[config.mk]
export PLATFORM = sky130hd
export DESIGN_NAME = nec_ir_receiver
export DESIGN_NICKNAME = d
export VERILOG_FILES = /design/src/rtl/nec_ir_pkg.sv /design/src/rtl/nec_ir_decoder.sv /design/src/rtl/nec_ir_receiver.sv
export SDC_FILE = /design/constraint.sdc
export NUM_CORES = 1
export LEC_CHECK = 0
export BUFFER_PORTS_ARGS = -buffer_cell sky130_fd_sc_hd__buf_4
export CELL_PAD_IN_SITES_DETAIL_PLACEMENT = 0
export CELL_PAD_IN_SITES_GLOBAL_PLACEMENT = 1
export CORE_ASPECT_RATIO = 0.75
export CORE_MARGIN = 4
export CORE_UTILIZATION = 44
export DETAILED_ROUTE_END_ITERATION = 8
export GPL_TIMING_DRIVEN = 0
export PLACE_DENSITY_LB_ADDON = 0.1
export SLEW_MARGIN = 15
export SYNTH_ARGS = -nofsm -noshare
export SYNTH_HDL_FRONTEND = slang
export SYNTH_SLANG_ARGS = --single-unit
[constraint.sdc]
create_clock -name wb_clk_i -period 5.43 [get_ports wb_clk_i]
set_clock_uncertainty 0.05 [all_clocks]
set_input_delay 0.8145 -clock wb_clk_i [delete_from_list [all_inputs] [get_ports wb_clk_i]]
set_output_delay 0.8145 -clock wb_clk_i [all_outputs]
set_load 0.02 [all_outputs]
[src/rtl/nec_ir_pkg.sv]
// nec_ir_pkg: register map, bit positions, decoder states and pulse windows in sub-ticks
package nec_ir_pkg;
    localparam logic [1:0] REG_CTRL = 2'd0;
    localparam logic [1:0] REG_DIV  = 2'd1;
    localparam logic [1:0] REG_DATA = 2'd2;
    localparam int CTRL_EN  = 0;
    localparam int CTRL_POL = 1;
    localparam int CTRL_IRQ = 2;
    localparam int CTRL_REP = 3;
    localparam int DATA_VALID = 16;
    localparam int DATA_REP   = 17;
    localparam int DATA_ERR   = 18;
    typedef enum logic [2:0] {
        S_IDLE, S_LEAD_BURST, S_LEAD_SPACE, S_BIT_BURST, S_BIT_SPACE, S_STOP_BURST
    } state_t;
    localparam logic [7:0] LEAD_MIN = 8'd96;
    localparam logic [7:0] LEAD_MAX = 8'd160;
    localparam logic [7:0] HDR_MIN  = 8'd48;
    localparam logic [7:0] HDR_MAX  = 8'd80;
    localparam logic [7:0] RPT_MIN  = 8'd24;
    localparam logic [7:0] RPT_MAX  = 8'd40;
    localparam logic [7:0] BIT_MIN  = 8'd4;
    localparam logic [7:0] BIT_MAX  = 8'd12;
    localparam logic [7:0] ONE_MIN  = 8'd16;
    localparam logic [7:0] ONE_MAX  = 8'd32;
    function automatic logic in_win(input logic [7:0] d, input logic [7:0] lo, input logic [7:0] hi);
        return (d >= lo) && (d <= hi);
    endfunction
endpackage

[src/rtl/nec_ir_decoder.sv]
// nec_ir_decoder: synchronizes the IR line, times bursts/spaces in sub-ticks and decodes NEC frames
module nec_ir_decoder
    import nec_ir_pkg::*;
(
    input  logic        i_clk,
    input  logic        i_rst,
    input  logic        i_ir,
    input  logic        i_en,
    input  logic        i_pol,
    input  logic [15:0] i_div,
    output logic        o_commit,
    output logic        o_frame,
    output logic        o_repeat,
    output logic        o_error,
    output logic [31:0] o_data
);
    logic [1:0]  r_sync;
    logic        r_act;
    logic [15:0] r_pre;
    logic [7:0]  r_dur;
    logic [4:0]  r_bit;
    logic [31:0] r_shift;
    logic        r_rep;
    state_t      r_state, w_next;
    logic        w_act, w_rise, w_fall, w_tick, w_shift, w_commit;
    logic [7:0]  w_max;

    assign w_act  = r_sync[1] ^ ~i_pol;
    assign w_rise = w_act & ~r_act;
    assign w_fall = ~w_act & r_act;
    assign w_tick = ({1'b0, r_pre} + 17'd1) >= {1'b0, i_div};
    assign w_max  = (r_state == S_LEAD_BURST) ? LEAD_MAX :
                    (r_state == S_LEAD_SPACE) ? HDR_MAX :
                    (r_state == S_BIT_SPACE)  ? ONE_MAX : BIT_MAX;

    always_comb begin
        w_next   = r_state;
        w_shift  = 1'b0;
        w_commit = 1'b0;
        case (r_state)
            S_IDLE:       if (w_rise) w_next = S_LEAD_BURST;
            S_LEAD_BURST: if (w_fall) w_next = in_win(r_dur, LEAD_MIN, LEAD_MAX) ? S_LEAD_SPACE : S_IDLE;
            S_LEAD_SPACE: if (w_rise) w_next = in_win(r_dur, HDR_MIN, HDR_MAX) ? S_BIT_BURST :
                                               in_win(r_dur, RPT_MIN, RPT_MAX) ? S_STOP_BURST : S_IDLE;
            S_BIT_BURST:  if (w_fall) w_next = in_win(r_dur, BIT_MIN, BIT_MAX) ? S_BIT_SPACE : S_IDLE;
            S_BIT_SPACE:  if (w_rise) begin
                w_shift = in_win(r_dur, BIT_MIN, BIT_MAX) || in_win(r_dur, ONE_MIN, ONE_MAX);
                w_next  = !w_shift ? S_IDLE : (r_bit == 5'd31) ? S_STOP_BURST : S_BIT_BURST;
            end
            S_STOP_BURST: if (w_fall) begin
                w_commit = in_win(r_dur, BIT_MIN, BIT_MAX);
                w_next   = S_IDLE;
            end
            default:      w_next = S_IDLE;
        endcase
        if (r_state != S_IDLE && !w_rise && !w_fall && r_dur > w_max) w_next = S_IDLE;
        if (!i_en) begin
            w_next   = S_IDLE;
            w_commit = 1'b0;
        end
    end

    always_ff @(posedge i_clk or posedge i_rst) begin
        if (i_rst) r_state <= S_IDLE;
        else       r_state <= w_next;
    end

    always_ff @(posedge i_clk or posedge i_rst) begin
        if (i_rst) begin
            r_sync  <= '0;
            r_act   <= 1'b0;
            r_pre   <= '0;
            r_dur   <= '0;
            r_bit   <= '0;
            r_shift <= '0;
            r_rep   <= 1'b0;
        end else begin
            r_sync <= {r_sync[0], i_ir};
            r_act  <= w_act;
            r_pre  <= w_tick ? '0 : r_pre + 16'd1;
            r_dur  <= (w_rise || w_fall) ? '0 : (w_tick && r_dur != 8'hff) ? r_dur + 8'd1 : r_dur;
            if (r_state == S_LEAD_SPACE) begin
                r_bit <= '0;
                r_rep <= in_win(r_dur, RPT_MIN, RPT_MAX);
            end else if (w_shift) r_bit <= r_bit + 5'd1;
            if (w_shift) r_shift <= {r_dur >= ONE_MIN, r_shift[31:1]};
        end
    end

    assign o_commit = w_commit;
    assign o_frame  = ~r_rep;
    assign o_repeat = r_rep;
    assign o_error  = ~r_rep & ((r_shift[15:8] != ~r_shift[7:0]) || (r_shift[31:24] != ~r_shift[23:16]));
    assign o_data   = r_shift;
endmodule

[src/rtl/nec_ir_receiver.sv]
// nec_ir_receiver: Wishbone register front end and interrupt for the NEC IR decoder
module nec_ir_receiver
    import nec_ir_pkg::*;
#(
    parameter logic [15:0] DEFAULT_DIV = 16'd2812
) (
    input  logic        wb_clk_i,
    input  logic        wb_rst_i,
    input  logic        wbs_cyc_i,
    input  logic        wbs_stb_i,
    input  logic        wbs_we_i,
    input  logic [3:0]  wbs_sel_i,
    input  logic [31:0] wbs_adr_i,
    input  logic [31:0] wbs_dat_i,
    output logic        wbs_ack_o,
    output logic [31:0] wbs_dat_o,
    input  logic        ir_in,
    output logic        irq_o
);
    logic [3:0]  r_ctrl;
    logic [15:0] r_div;
    logic [7:0]  r_addr, r_cmd;
    logic        r_valid, r_rep, r_err, r_ack, r_irq;
    logic [31:0] r_dat;
    logic        w_commit, w_frame, w_repeat, w_error, w_acc, w_wr, w_rd_data, w_unused;
    logic [1:0]  w_adr;
    logic [31:0] w_data, w_rdata;

    nec_ir_decoder u_dec (
        .i_clk    (wb_clk_i),
        .i_rst    (wb_rst_i),
        .i_ir     (ir_in),
        .i_en     (r_ctrl[CTRL_EN]),
        .i_pol    (r_ctrl[CTRL_POL]),
        .i_div    (r_div),
        .o_commit (w_commit),
        .o_frame  (w_frame),
        .o_repeat (w_repeat),
        .o_error  (w_error),
        .o_data   (w_data)
    );

    assign w_adr     = wbs_adr_i[3:2];
    assign w_acc     = wbs_cyc_i & wbs_stb_i & ~r_ack;
    assign w_wr      = w_acc & wbs_we_i;
    assign w_rd_data = w_acc & ~wbs_we_i & (w_adr == REG_DATA);
    assign w_rdata   = (w_adr == REG_CTRL) ? {28'd0, r_ctrl} :
                       (w_adr == REG_DIV)  ? {16'd0, r_div} :
                       (w_adr == REG_DATA) ? {13'd0, r_err, r_rep, r_valid, r_addr, r_cmd} : 32'd0;
    assign w_unused  = &{1'b0, wbs_adr_i[31:4], wbs_adr_i[1:0], wbs_sel_i[3:2], wbs_dat_i[31:16]};

    always_ff @(posedge wb_clk_i or posedge wb_rst_i) begin
        if (wb_rst_i) begin
            r_ctrl  <= '0;
            r_div   <= DEFAULT_DIV;
            r_addr  <= '0;
            r_cmd   <= '0;
            r_valid <= 1'b0;
            r_rep   <= 1'b0;
            r_err   <= 1'b0;
            r_ack   <= 1'b0;
            r_dat   <= '0;
            r_irq   <= 1'b0;
        end else begin
            r_ack <= w_acc;
            if (w_acc) r_dat <= w_rdata;
            if (w_wr && w_adr == REG_CTRL && wbs_sel_i[0]) r_ctrl <= wbs_dat_i[3:0];
            if (w_wr && w_adr == REG_DIV && wbs_sel_i[0]) r_div[7:0] <= wbs_dat_i[7:0];
            if (w_wr && w_adr == REG_DIV && wbs_sel_i[1]) r_div[15:8] <= wbs_dat_i[15:8];
            // a commit landing on the same cycle as a DATA read overrides the read-clear
            if (w_rd_data) {r_err, r_rep, r_valid} <= 3'b000;
            if (w_commit && w_frame && !w_error) begin
                r_addr  <= w_data[7:0];
                r_cmd   <= w_data[23:16];
                r_valid <= 1'b1;
                r_rep   <= 1'b0;
            end
            if (w_commit && w_error) r_err <= 1'b1;
            if (w_commit && w_repeat && r_ctrl[CTRL_REP]) r_rep <= 1'b1;
            r_irq <= r_ctrl[CTRL_IRQ] & (r_valid | r_err);
        end
    end

    assign wbs_ack_o = r_ack;
    assign wbs_dat_o = r_dat;
    assign irq_o     = r_irq;
endmodule

==> impl_metrics.toml <==
[worst_setup_path]
rr_startpoint = "u_dec.r_pre[2]"
worstPathArrival_ns = 4.54
crit_start = "u_dec.r_pre[2]"
cp_max_fo = 10
max_stage_delay_ns = 0.48
cp-endpoint = "u_dec.r_pre[7]"
r2r_end = "u_dec.r_pre[7]"
crit_chain = "and3_1 > and3_1 > and2_1 > nor3b_1 > nand2_1 > xnor2_1 > ha_1 > nand3_1 > nor2_1 > o31ai_1 > o311ai_1 > a21oi_1 > clkbuf_1 > clkbuf_1 > and2_1"
cp_data_required_time_ns = 5.74
r2r_cells = 15
cp_slowest_cell = "a21oi_1"
path_class = "reg2reg"
end_kind = "flop"
cp-start-kind = "flop"
r2r_setup_slack_ns = 1.19

[finish]
regArea_um2 = 3210
fin_cells = 903
multi_input_area_um2 = 2930
stdcell_area_um2 = 7750
drive_gt1_share_pct = 23.5
area_delta_synth_final_pct = 20.0
antenna_cells = 0
layout.nets = 793
fillers = 1300

[global_route]
antenna_found_initial = 0
grt_pass1_vias = 4552
grt_pass1_wl_um = 24500
grt_max_degree = 75
track_usage_pct = 19.1
grt.overflow.total = 0

[synthesis]
synth_top_cells_by_count = "120 x dfrtp_1, 66 x nand2_1, 53 x mux2_2, 41 x o21ai_0, 37 x inv_1"
ys_warn_count = 0
synth_top_area_share_pct = 46.5
ys.flop_type = "dfrtp_1"
synthTopCellsByArea = "dfrtp_1 47%, mux2_2 9.2%, ha_1 5.6%"
ys_seq_area_share_pct = 49.8
yosysMostFrequentCell = "dfrtp_1"
netlist_instances = 613
synth_edf_count = 0
synth_area_leader_cell = "dfrtp_1"
avgSynthCellArea_um2 = 10.5
async_flop_share_pct = 100
ys_types = 52
synth-seq-cells = 128
syn_area_um2 = 6450

[sta]
finalMaxSlewViolations = 0
period_share_pct = 78.0
rsz0062_at_grt = "false"
tightest_slew_ns = 0.767
fmax_mhz = 236
relSlewSlack_pct = 48.5
hold_viol_final = 0
period_minus_slack_ns = 4.24
layout_setup_ws_ns = 1.19
finalSetupViolCount = 0

[cts]
clk_pin_slew_ns = 0.06
cts_setup_buffers = 0
cts_inserted_buffers = 17
cts_buffer_depth = 2
cts.sinks = 128
holdBufCountCts = 0
clk_latency_ns = 0.42
tritoncts = "yes"
cts_resized = 0
h-tree-depth = 4
clockRootBuffer = "clkbuf_16"

[routing]
wl_um = 15200
vias_per_cell = 5.15
vias = 4648
wl_per_cell_um = 16.8
drtIter0Drc = 328
ant_nets = 0
drc = 0
drt_pass1_iterations = 5

[placement]
place_congestion = 0.811
placed_area_um2 = 7120
dp_cells = 871
portBuffers = 45
dp_hpwl_um = 11200
pre_cts_ws_ns = 1.29

[die]
std_cell_rows = 38
die_h_um = 113
die_area_um2 = 16700
initial_core_util_pct = 44.8
coreArea_um2 = 14400
die_w_um = 148
ios = 108

[power]
power.density_nw_per_um2 = 336
internal-power_w = 0.00193
clockPowerShare_pct = 46.7
leakage_nw = 3.75
sw_frac_of_total_pct = 25.7
vdd_ir_drop_max_mv = 0.235
sequentialPowerShare_pct = 41.2
combPwrFrac_pct = 12.1
power_w = 0.00260
p_switching_w = 0.000669

[worst_hold_path]
min_path_type = "reg2reg"

[status]
status = "completed"

[run]
cap_viol_max_count = 0
-- metal layers --
| layer | global-route usage [%] | vias up | part of all wire, % |
|---|---|---|---|
| li1 | - | 2260 | - |
| met1 | 28.9 | 2244 | 51 |
| met2 | 27.1 | 133 | 43 |
| met3 | 5.40 | 11 | 4.9 |
| met4 | 4.68 | 0 | 0.83 |
| met5 | 0 | - | 0 |
-- power groups by stage --
stage	clock network [W]	registers, W	logic (W)
2_1_floorplan	0	0.00109	0.000190
3_5_place_dp	0	0.00109	0.000316
6_report	0.00121	0.00107	0.000315
3_3_place_gp	0	0.00109	0.000305
4_1_cts	0.00124	0.00107	0.000318
5_1_grt	0.00128	0.00108	0.000356
-- layout by cell type, fill, tap and decap left out, types with 3 or more instances in the layout --
cell and instances:
clkbuf_1 24, nand3_1 21, inv_1 36, nand2_1 66, xor2_1 7, a22oi_1 13
nor3_1 6, clkinv_4 3, o21ai_0 41, nor4_1 7, buf_4 58, nor2_1 21
conb_1 13, xnor2_1 27, clkbuf_16 17, nor2b_1 3, dfrtp_1 120, and4_1 3
a21o_1 3, or3_1 4, mux2i_1 6, o22ai_1 6, bufinv_16 4, mux2_2 53
o31ai_1 5, nand4_1 7, or2_2 3, a211oi_1 3, and3_1 10, and2_1 16
a21oi_1 18, clkinv_2 5, ha_1 29, dfstp_2 8
-- stage by stage --
stage / hold slack, ns / util (%) / TNS (ns)
6_report: 0.305 / 53.8 / 0
5_1_grt: 0.317 / 53.8 / 0
4_1_cts: 0.306 / 53.8 / 0
3_5_place_dp: 0.287 / 49.4 / 0
3_3_place_gp: 0.293 / 49.2 / -48.05
2_1_floorplan: 0.281 / - / 0
-- critical path: cells and delay by family, from the launching register on --
family | cells | cell delay [ns]
simple gates | 8 | 1.39
compound gates | 3 | 1.09
buf+inv | 2 | 0.74
xor+xnor | 1 | 0.20
fa+ha+maj | 1 | 0.29
flops | 1 | 0.41
-- final cells by class --
type	instances	area share [%]
clock inverter	14	2.42
inverter	37	1.86
buffer	41	2.84
timing repair buffer	46	4.72
sequential	128	41.5
clock buffer	18	5.67
multi-input combinational	419	37.8
tap	200	3.23
-- worst min-delay path by stage --
stage                         start               to  slack (ns)  cells after the start
finish              u_dec.r_sync[0]  u_dec.r_sync[1]        0.31                      0
global route        u_dec.r_sync[0]  u_dec.r_sync[1]        0.32                      0
CTS                 u_dec.r_sync[0]  u_dec.r_sync[1]        0.31                      0
detailed placement  u_dec.r_sync[0]  u_dec.r_sync[1]        0.29                      0
global placement    u_dec.r_sync[0]  u_dec.r_sync[1]        0.29                      0
floorplan           u_dec.r_sync[0]  u_dec.r_sync[1]        0.28                      0
-- state kept, by name (all words and copies together) (netlist names), 4 cells and up --
register	count
r_cmd	8
u_dec.r_bit	5
r_div	16
wbs_dat_o	19
r_ctrl	4
u_dec.r_dur	8
r_addr	8
u_dec.o_data	32
u_dec.r_pre	16
-- cell families (layout without fill, tap and decap cells) --
group | after synthesis | after routing | synth area share (%)
buf+inv | 78 | 156 | 5.56
simple gates | 182 | 182 | 14.6
compound gates | 102 | 102 | 9.62
mux | 59 | 59 | 10.2
other cells | 1 | 13 | 0.0581
xor+xnor | 34 | 34 | 4.61
flops | 128 | 128 | 49.8
fa+ha+maj | 29 | 29 | 5.62
No activity file was read; power rests on OpenSTA's default activity.
